File: config.mk
export PLATFORM = sky130hd
export DESIGN_NAME = wordle_scorer
export DESIGN_NICKNAME = d
export VERILOG_FILES = /design/src/rtl/wordle_scorer.sv
export SDC_FILE = /design/constraint.sdc
export NUM_CORES = 1
export LEC_CHECK = 0
export CAP_MARGIN = 20
export CORE_MARGIN = 1.5
export CORE_UTILIZATION = 36
export CTS_CLUSTER_DIAMETER = 150
export DETAILED_ROUTE_END_ITERATION = 8
export SYNTH_ARGS = -nofsm -noshare
export SYNTH_HDL_FRONTEND = slang
export SYNTH_SLANG_ARGS = --single-unit
File: constraint.sdc
create_clock -name Clk -period 7.9 [get_ports Clk]
set_clock_uncertainty 0.05 [all_clocks]
set_input_delay 2.37 -clock Clk [delete_from_list [all_inputs] [get_ports Clk]]
set_output_delay 2.37 -clock Clk [all_outputs]
set_load 0.1 [all_outputs]
File: src/rtl/wordle_scorer.sv
// wordle_scorer: scores a 5-letter guess against the target with duplicate-letter rules.
// Optional hard-mode green-history check enabled by defining WORDLE_SCORER_HARD_MODE_EN.
module wordle_scorer #(
    parameter int WORD_LEN = 5,
    parameter int LETTER_W = 8
) (
    input  logic                         Clk,
    input  logic                         reset,
    input  logic                         Start,
    input  logic                         Ack,
    input  logic                         new_game,
    input  logic [WORD_LEN*LETTER_W-1:0] guess,
    input  logic [WORD_LEN*LETTER_W-1:0] target,
    output logic [2*WORD_LEN-1:0]        result,
    output logic                         win,
    output logic                         bad_guess,
    output logic                         hard_viol,
    output logic                         q_I,
    output logic                         q_Green,
    output logic                         q_Yellow,
    output logic                         q_Done
);
    localparam int JW = (WORD_LEN > 1) ? $clog2(WORD_LEN) : 1;
    localparam logic [JW-1:0] JLAST = JW'(WORD_LEN - 1);
    localparam logic [LETTER_W-1:0] LA = LETTER_W'(8'h41);
    localparam logic [LETTER_W-1:0] LZ = LETTER_W'(8'h5A);

    typedef enum logic [3:0] {
        QI      = 4'b0001,
        QGREEN  = 4'b0010,
        QYELLOW = 4'b0100,
        QDONE   = 4'b1000
    } state_t;

    state_t state, nxt;
    logic [LETTER_W-1:0] gi [WORD_LEN];
    logic [LETTER_W-1:0] ti [WORD_LEN];
    logic [LETTER_W-1:0] g [WORD_LEN];
    logic [LETTER_W-1:0] t [WORD_LEN];
    logic [1:0] res [WORD_LEN];
    logic [WORD_LEN-1:0] used, greens;
    logic [JW-1:0] j, hit_idx;
    logic bad_in, hit, viol;

    always_comb begin
        for (int i = 0; i < WORD_LEN; i++) begin
            gi[i] = guess[(WORD_LEN-1-i)*LETTER_W +: LETTER_W];
            ti[i] = target[(WORD_LEN-1-i)*LETTER_W +: LETTER_W];
        end
    end

    always_comb begin
        bad_in = 1'b0;
        for (int i = 0; i < WORD_LEN; i++)
            bad_in = bad_in | (gi[i] < LA) | (gi[i] > LZ);
    end

    // Descending scan so the lowest unconsumed matching index wins
    always_comb begin
        hit = 1'b0;
        hit_idx = '0;
        for (int i = 0; i < WORD_LEN; i++)
            greens[i] = (g[i] == t[i]);
        for (int k = WORD_LEN - 1; k >= 0; k--)
            if (!used[k] && t[k] == g[j]) begin
                hit = 1'b1;
                hit_idx = JW'(k);
            end
    end

    always_comb begin
        result = '0;
        for (int i = 0; i < WORD_LEN; i++)
            result[2*(WORD_LEN-1-i) +: 2] = res[i];
    end

`ifdef WORDLE_SCORER_HARD_MODE_EN
    logic [WORD_LEN-1:0] hist_mask, hist_eff;
    logic [LETTER_W-1:0] hist_word [WORD_LEN];

    // A new_game arriving with Start must already see an empty history
    always_comb begin
        hist_eff = (state == QI && new_game) ? '0 : hist_mask;
        viol = 1'b0;
        for (int i = 0; i < WORD_LEN; i++)
            viol = viol | (hist_eff[i] && gi[i] != hist_word[i]);
    end

    always_ff @(posedge Clk) begin
        if (!reset)
            hist_mask <= '0;
        else if (state == QI && new_game)
            hist_mask <= '0;
        else if (state == QDONE && Ack && !bad_guess) begin
            hist_mask <= greens;
            hist_word <= g;
        end
    end
`else
    assign viol = 1'b0 & new_game;
`endif

    always_ff @(posedge Clk) begin
        if (!reset)
            state <= QI;
        else
            state <= nxt;
    end

    always_comb begin
        nxt = state;
        case (state)
            QI:      if (Start) nxt = bad_in ? QDONE : QGREEN;
            QGREEN:  nxt = QYELLOW;
            QYELLOW: if (j == JLAST) nxt = QDONE;
            QDONE:   if (Ack) nxt = QI;
            default: nxt = QI;
        endcase
    end

    always_ff @(posedge Clk) begin
        if (!reset) begin
            for (int i = 0; i < WORD_LEN; i++)
                res[i] <= 2'b00;
            win <= 1'b0;
            bad_guess <= 1'b0;
            hard_viol <= 1'b0;
            j <= '0;
            used <= '0;
        end else begin
            case (state)
                QI: if (Start) begin
                    g <= gi;
                    t <= ti;
                    bad_guess <= bad_in;
                    win <= 1'b0;
                    hard_viol <= viol;
                    for (int i = 0; i < WORD_LEN; i++)
                        res[i] <= 2'b00;
                end
                QGREEN: begin
                    for (int i = 0; i < WORD_LEN; i++)
                        res[i] <= greens[i] ? 2'b10 : 2'b00;
                    used <= greens;
                    j <= '0;
                end
                QYELLOW: begin
                    if (res[j] != 2'b10 && hit) begin
                        res[j] <= 2'b01;
                        used[hit_idx] <= 1'b1;
                    end
                    j <= (j == JLAST) ? j : j + JW'(1);
                    if (j == JLAST)
                        win <= &greens;
                end
                default: ;
            endcase
        end
    end

    assign q_I      = (state == QI);
    assign q_Green  = (state == QGREEN);
    assign q_Yellow = (state == QYELLOW);
    assign q_Done   = (state == QDONE);
endmodule

==> flow_metrics.py <==
metrics = {
    "status": {
        "status": "finished clean",
    },
    "synthesis": {
        "dominantRegCellSynth": "edfxtp_1",
        "synth_top_cell_area_share": 0.457,
        "synth.area.top_cells": "edfxtp_1 46%, dfxtp_1 10%, xnor2_1 9.2%",
        "yosys.cell_types.count": 68,
        "ys_seq_elements": 107,
        "syn-num-nets": 505,
        "synth-edff-count": 80,
        "async_flop_share": 0,
        "syn_area_sq_mm": 0.00526,
        "synth_top_cell_by_area": "edfxtp_1",
        "synth_cells": 418,
        "yosysSeqAreaShare": 0.560,
        "synth_warnings": 0,
        "avgSynthCellArea_sq_um": 12.6,
    },
    "power": {
        "pwr-share-comb": 0.123,
        "p_clk_frac": 0.367,
        "switching_share": 0.234,
        "seq_power_share": 0.510,
        "switching_power_w": 0.000302,
        "p_per_area_mw_per_mm2": 192,
        "p_int_w": 0.000987,
        "p_leak_nw": 2.17,
        "peakVddDrop_uv": 133,
    },
    "worst_setup_path": {
        "r2r-start": "j[1]$_SDFFE_PN0P_",
        "cp-startpoint": "state[2]$_SDFFE_PN0P_",
        "startpoint_type": "flip-flop",
        "slowest_delay_ps": 1190,
        "worstPathMaxFanout": 8,
        "crit_buf_inv": 2,
        "endpoint_kind": "output pin",
        "timing.rr.end": "res[3][0]$_SDFFE_PP1P_",
        "worstPathRequired_ps": 5480,
        "worstPathArrival_ps": 2960,
        "reg2reg_depth": 10,
        "cpLargestDelayFamily": "buffers and inverters",
        "worst-r2r-setup-slack_ps": 4300,
        "crit_cells": 3,
        "critPathCapture": "q_Green",
        "criticalPathCategory": "flip-flop to output pin",
        "crit_slowest_cell": "clkdlybuf4s50_1",
        "path_cells": "or4b_2 -> inv_1 -> clkdlybuf4s50_1",
    },
    "cells_and_area": {
        "final_common_cell": "clkdlybuf4s50_1",
        "fill_cells": 1275,
        "area_growth_pct": 27.8,
        "num_antenna_cells": 0,
        "final_nets": 604,
        "final_cell_mix": "99 x clkdlybuf4s50_1, 80 x edfxtp_1, 55 x xnor2_1, 27 x dfxtp_1, 25 x xor2_1",
        "drive_gt1_frac": 0.0864,
    },
    "routing": {
        "final_antenna_net_count": 0,
        "vias_per_cell": 5.20,
        "dr_total_vias": 3648,
        "drt-total-wl_um": 13500,
        "wl_met3_um": 808,
        "wire_per_inst_um": 19.3,
        "drtIter0Drc": 230,
        "remaining_drc_errors": 0,
        "top_layer_used": "met4",
        "wl_met2_um": 6430,
        "dr.pass1.iters": 4,
        "met1Wirelength_um": 5960,
    },
    "sta": {
        "max_freq_mhz": 186,
        "finalCriticalPeriod_ps": 5380,
        "hold_viol": 0,
        "tightest_slew_ps": 1070,
        "final.setup.worst_slack_ps": 2520,
        "setup_viol_count_final": 0,
        "finalCritPeriodShare": 0.680,
        "drv_slew": 0,
        "fin_tns_setup_ps": 0,
        "rsz0062_at_grt": "false",
        "maxSlewHeadroom": 0.289,
    },
    "cts": {
        "cts_setup_buffers": 0,
        "cts_buffers": 9,
        "cts.sinks": 107,
        "cts_tree": "yes",
        "htree_levels": 3,
        "cts.clk_slew.worst_paths_ps": 60,
        "cts.hold.buffers_added": 0,
        "root_buffer": "clkbuf_16",
        "clk_latency_ps": 360,
        "clock_path_buffers": 2,
        "post_cts_resize_count": 0,
    },
    "die": {
        "die_area_sq_mm": 0.0153,
        "io_pins": 102,
        "initial_core_util": 0.374,
        "die-height_um": 124,
        "rows": 43,
        "core_sq_mm": 0.0140,
        "dieWidth_um": 124,
    },
    "placed_design": {
        "gp_congestion": 0.865,
        "hpwlAfterDp_um": 10600,
        "port-buffer-count": 99,
        "dp_worst_setup_slack_ps": 2910,
    },
    "global_route": {
        "grt_max_degree": 82,
        "overflow": 0,
        "grt_pass1_wl_um": 20600,
        "first_global_vias": 3810,
        "antenna_found_initial": 0,
        "grtUsageTotal": 0.187,
    },
    "job": {
        "drv_cap": 0,
    },
    "hold_path": {
        "min_path_type": "flip-flop to flip-flop",
    },
}
per-stage QoR:
step	hold WS (ps)	area [sq um]	utilization	power, W	instances
finish	435	6720	0.478	0.00129	701
global route	459	6720	0.478	0.00133	701
CTS	431	6720	0.478	0.00130	701
detailed placement	415	6410	0.457	0.000830	686
global placement	410	6410	0.457	0.000828	686
floorplan	374	5260	-	0.000753	418
worst min-delay path, stage by stage (launching register included):
cell	delay (ps)
dfxtp_1	330
inv_1	50
a21oi_1	50
Yosys cell counts (5+ instances only):
| library cell | number |
|---|---|
| a211oi_1 | 6 |
| a21oi_1 | 22 |
| and4_1 | 5 |
| buf_2 | 5 |
| dfxtp_1 | 27 |
| edfxtp_1 | 80 |
| inv_1 | 10 |
| mux2i_1 | 9 |
| nand2_1 | 19 |
| nand3b_1 | 5 |
| nand4_1 | 10 |
| nor2_1 | 18 |
| nor2b_1 | 5 |
| nor3_1 | 9 |
| nor4_1 | 8 |
| o21ai_0 | 8 |
| or4_1 | 5 |
| xnor2_1 | 55 |
| xor2_1 | 25 |
power groups by stage:
| stage | Sequential [W] | Clock, W | Combinational [W] |
|---|---|---|---|
| floorplan | 0.000668 | 0 | 0.0000853 |
| global placement | 0.000670 | 0 | 0.000158 |
| detailed placement | 0.000670 | 0 | 0.000160 |
| CTS | 0.000658 | 0.000479 | 0.000160 |
| global route | 0.000660 | 0.000503 | 0.000171 |
| finish | 0.000657 | 0.000473 | 0.000158 |
layout make-up:
class,instances,area [sq um],area share
Clock buffer,9,225,0.0335
Clock inverter,6,81.3,0.0121
Inverter,10,37.5,0.00559
Multi-Input combinational cell,289,2210,0.329
Sequential cell,107,2940,0.438
Tap cell,180,225,0.0335
Timing Repair Buffer,100,998,0.149
routing by layer:
metal,up-vias,global-route usage
met1,1746,0.236
met3,21,0.0540
met5,-,0
met4,0,0.0675
li1,1766,-
met2,115,0.307
state kept, by name, indices dropped and copies added (netlist names), named ones only:
| register | count |
|---|---|
| bad_guess | 1 |
| g | 40 |
| j | 3 |
| res | 10 |
| state | 4 |
| t | 40 |
| used | 5 |
| win | 1 |
worst min-delay path by stage:
stage	startpoint	endpoint	slack, ps	depth (start not counted)
2_1_floorplan	used[2]$_SDFFE_PN0P_	used[2]$_SDFFE_PN0P_	370	2
3_3_place_gp	used[2]$_SDFFE_PN0P_	used[2]$_SDFFE_PN0P_	410	2
3_5_place_dp	used[2]$_SDFFE_PN0P_	used[2]$_SDFFE_PN0P_	420	2
4_1_cts	used[0]$_SDFFE_PN0P_	used[0]$_SDFFE_PN0P_	430	2
5_1_grt	used[2]$_SDFFE_PN0P_	used[2]$_SDFFE_PN0P_	460	2
6_report	used[2]$_SDFFE_PN0P_	used[2]$_SDFFE_PN0P_	430	2
kinds of logic (layout without fill, tap and decap cells):
kind of cell,Yosys count,in the layout,synth area share
adder cells (fa/ha/maj),2,2,0.00476
multiplexers,15,15,0.0328
AND/OR/NAND/NOR,116,116,0.134
buffers and inverters,22,125,0.0214
flip-flops,107,107,0.560
AO/OA/AOI/OAI,75,75,0.113
XOR/XNOR,80,80,0.133
other,1,1,0.000713
Note: power is estimated with default switching activity, not from simulation.
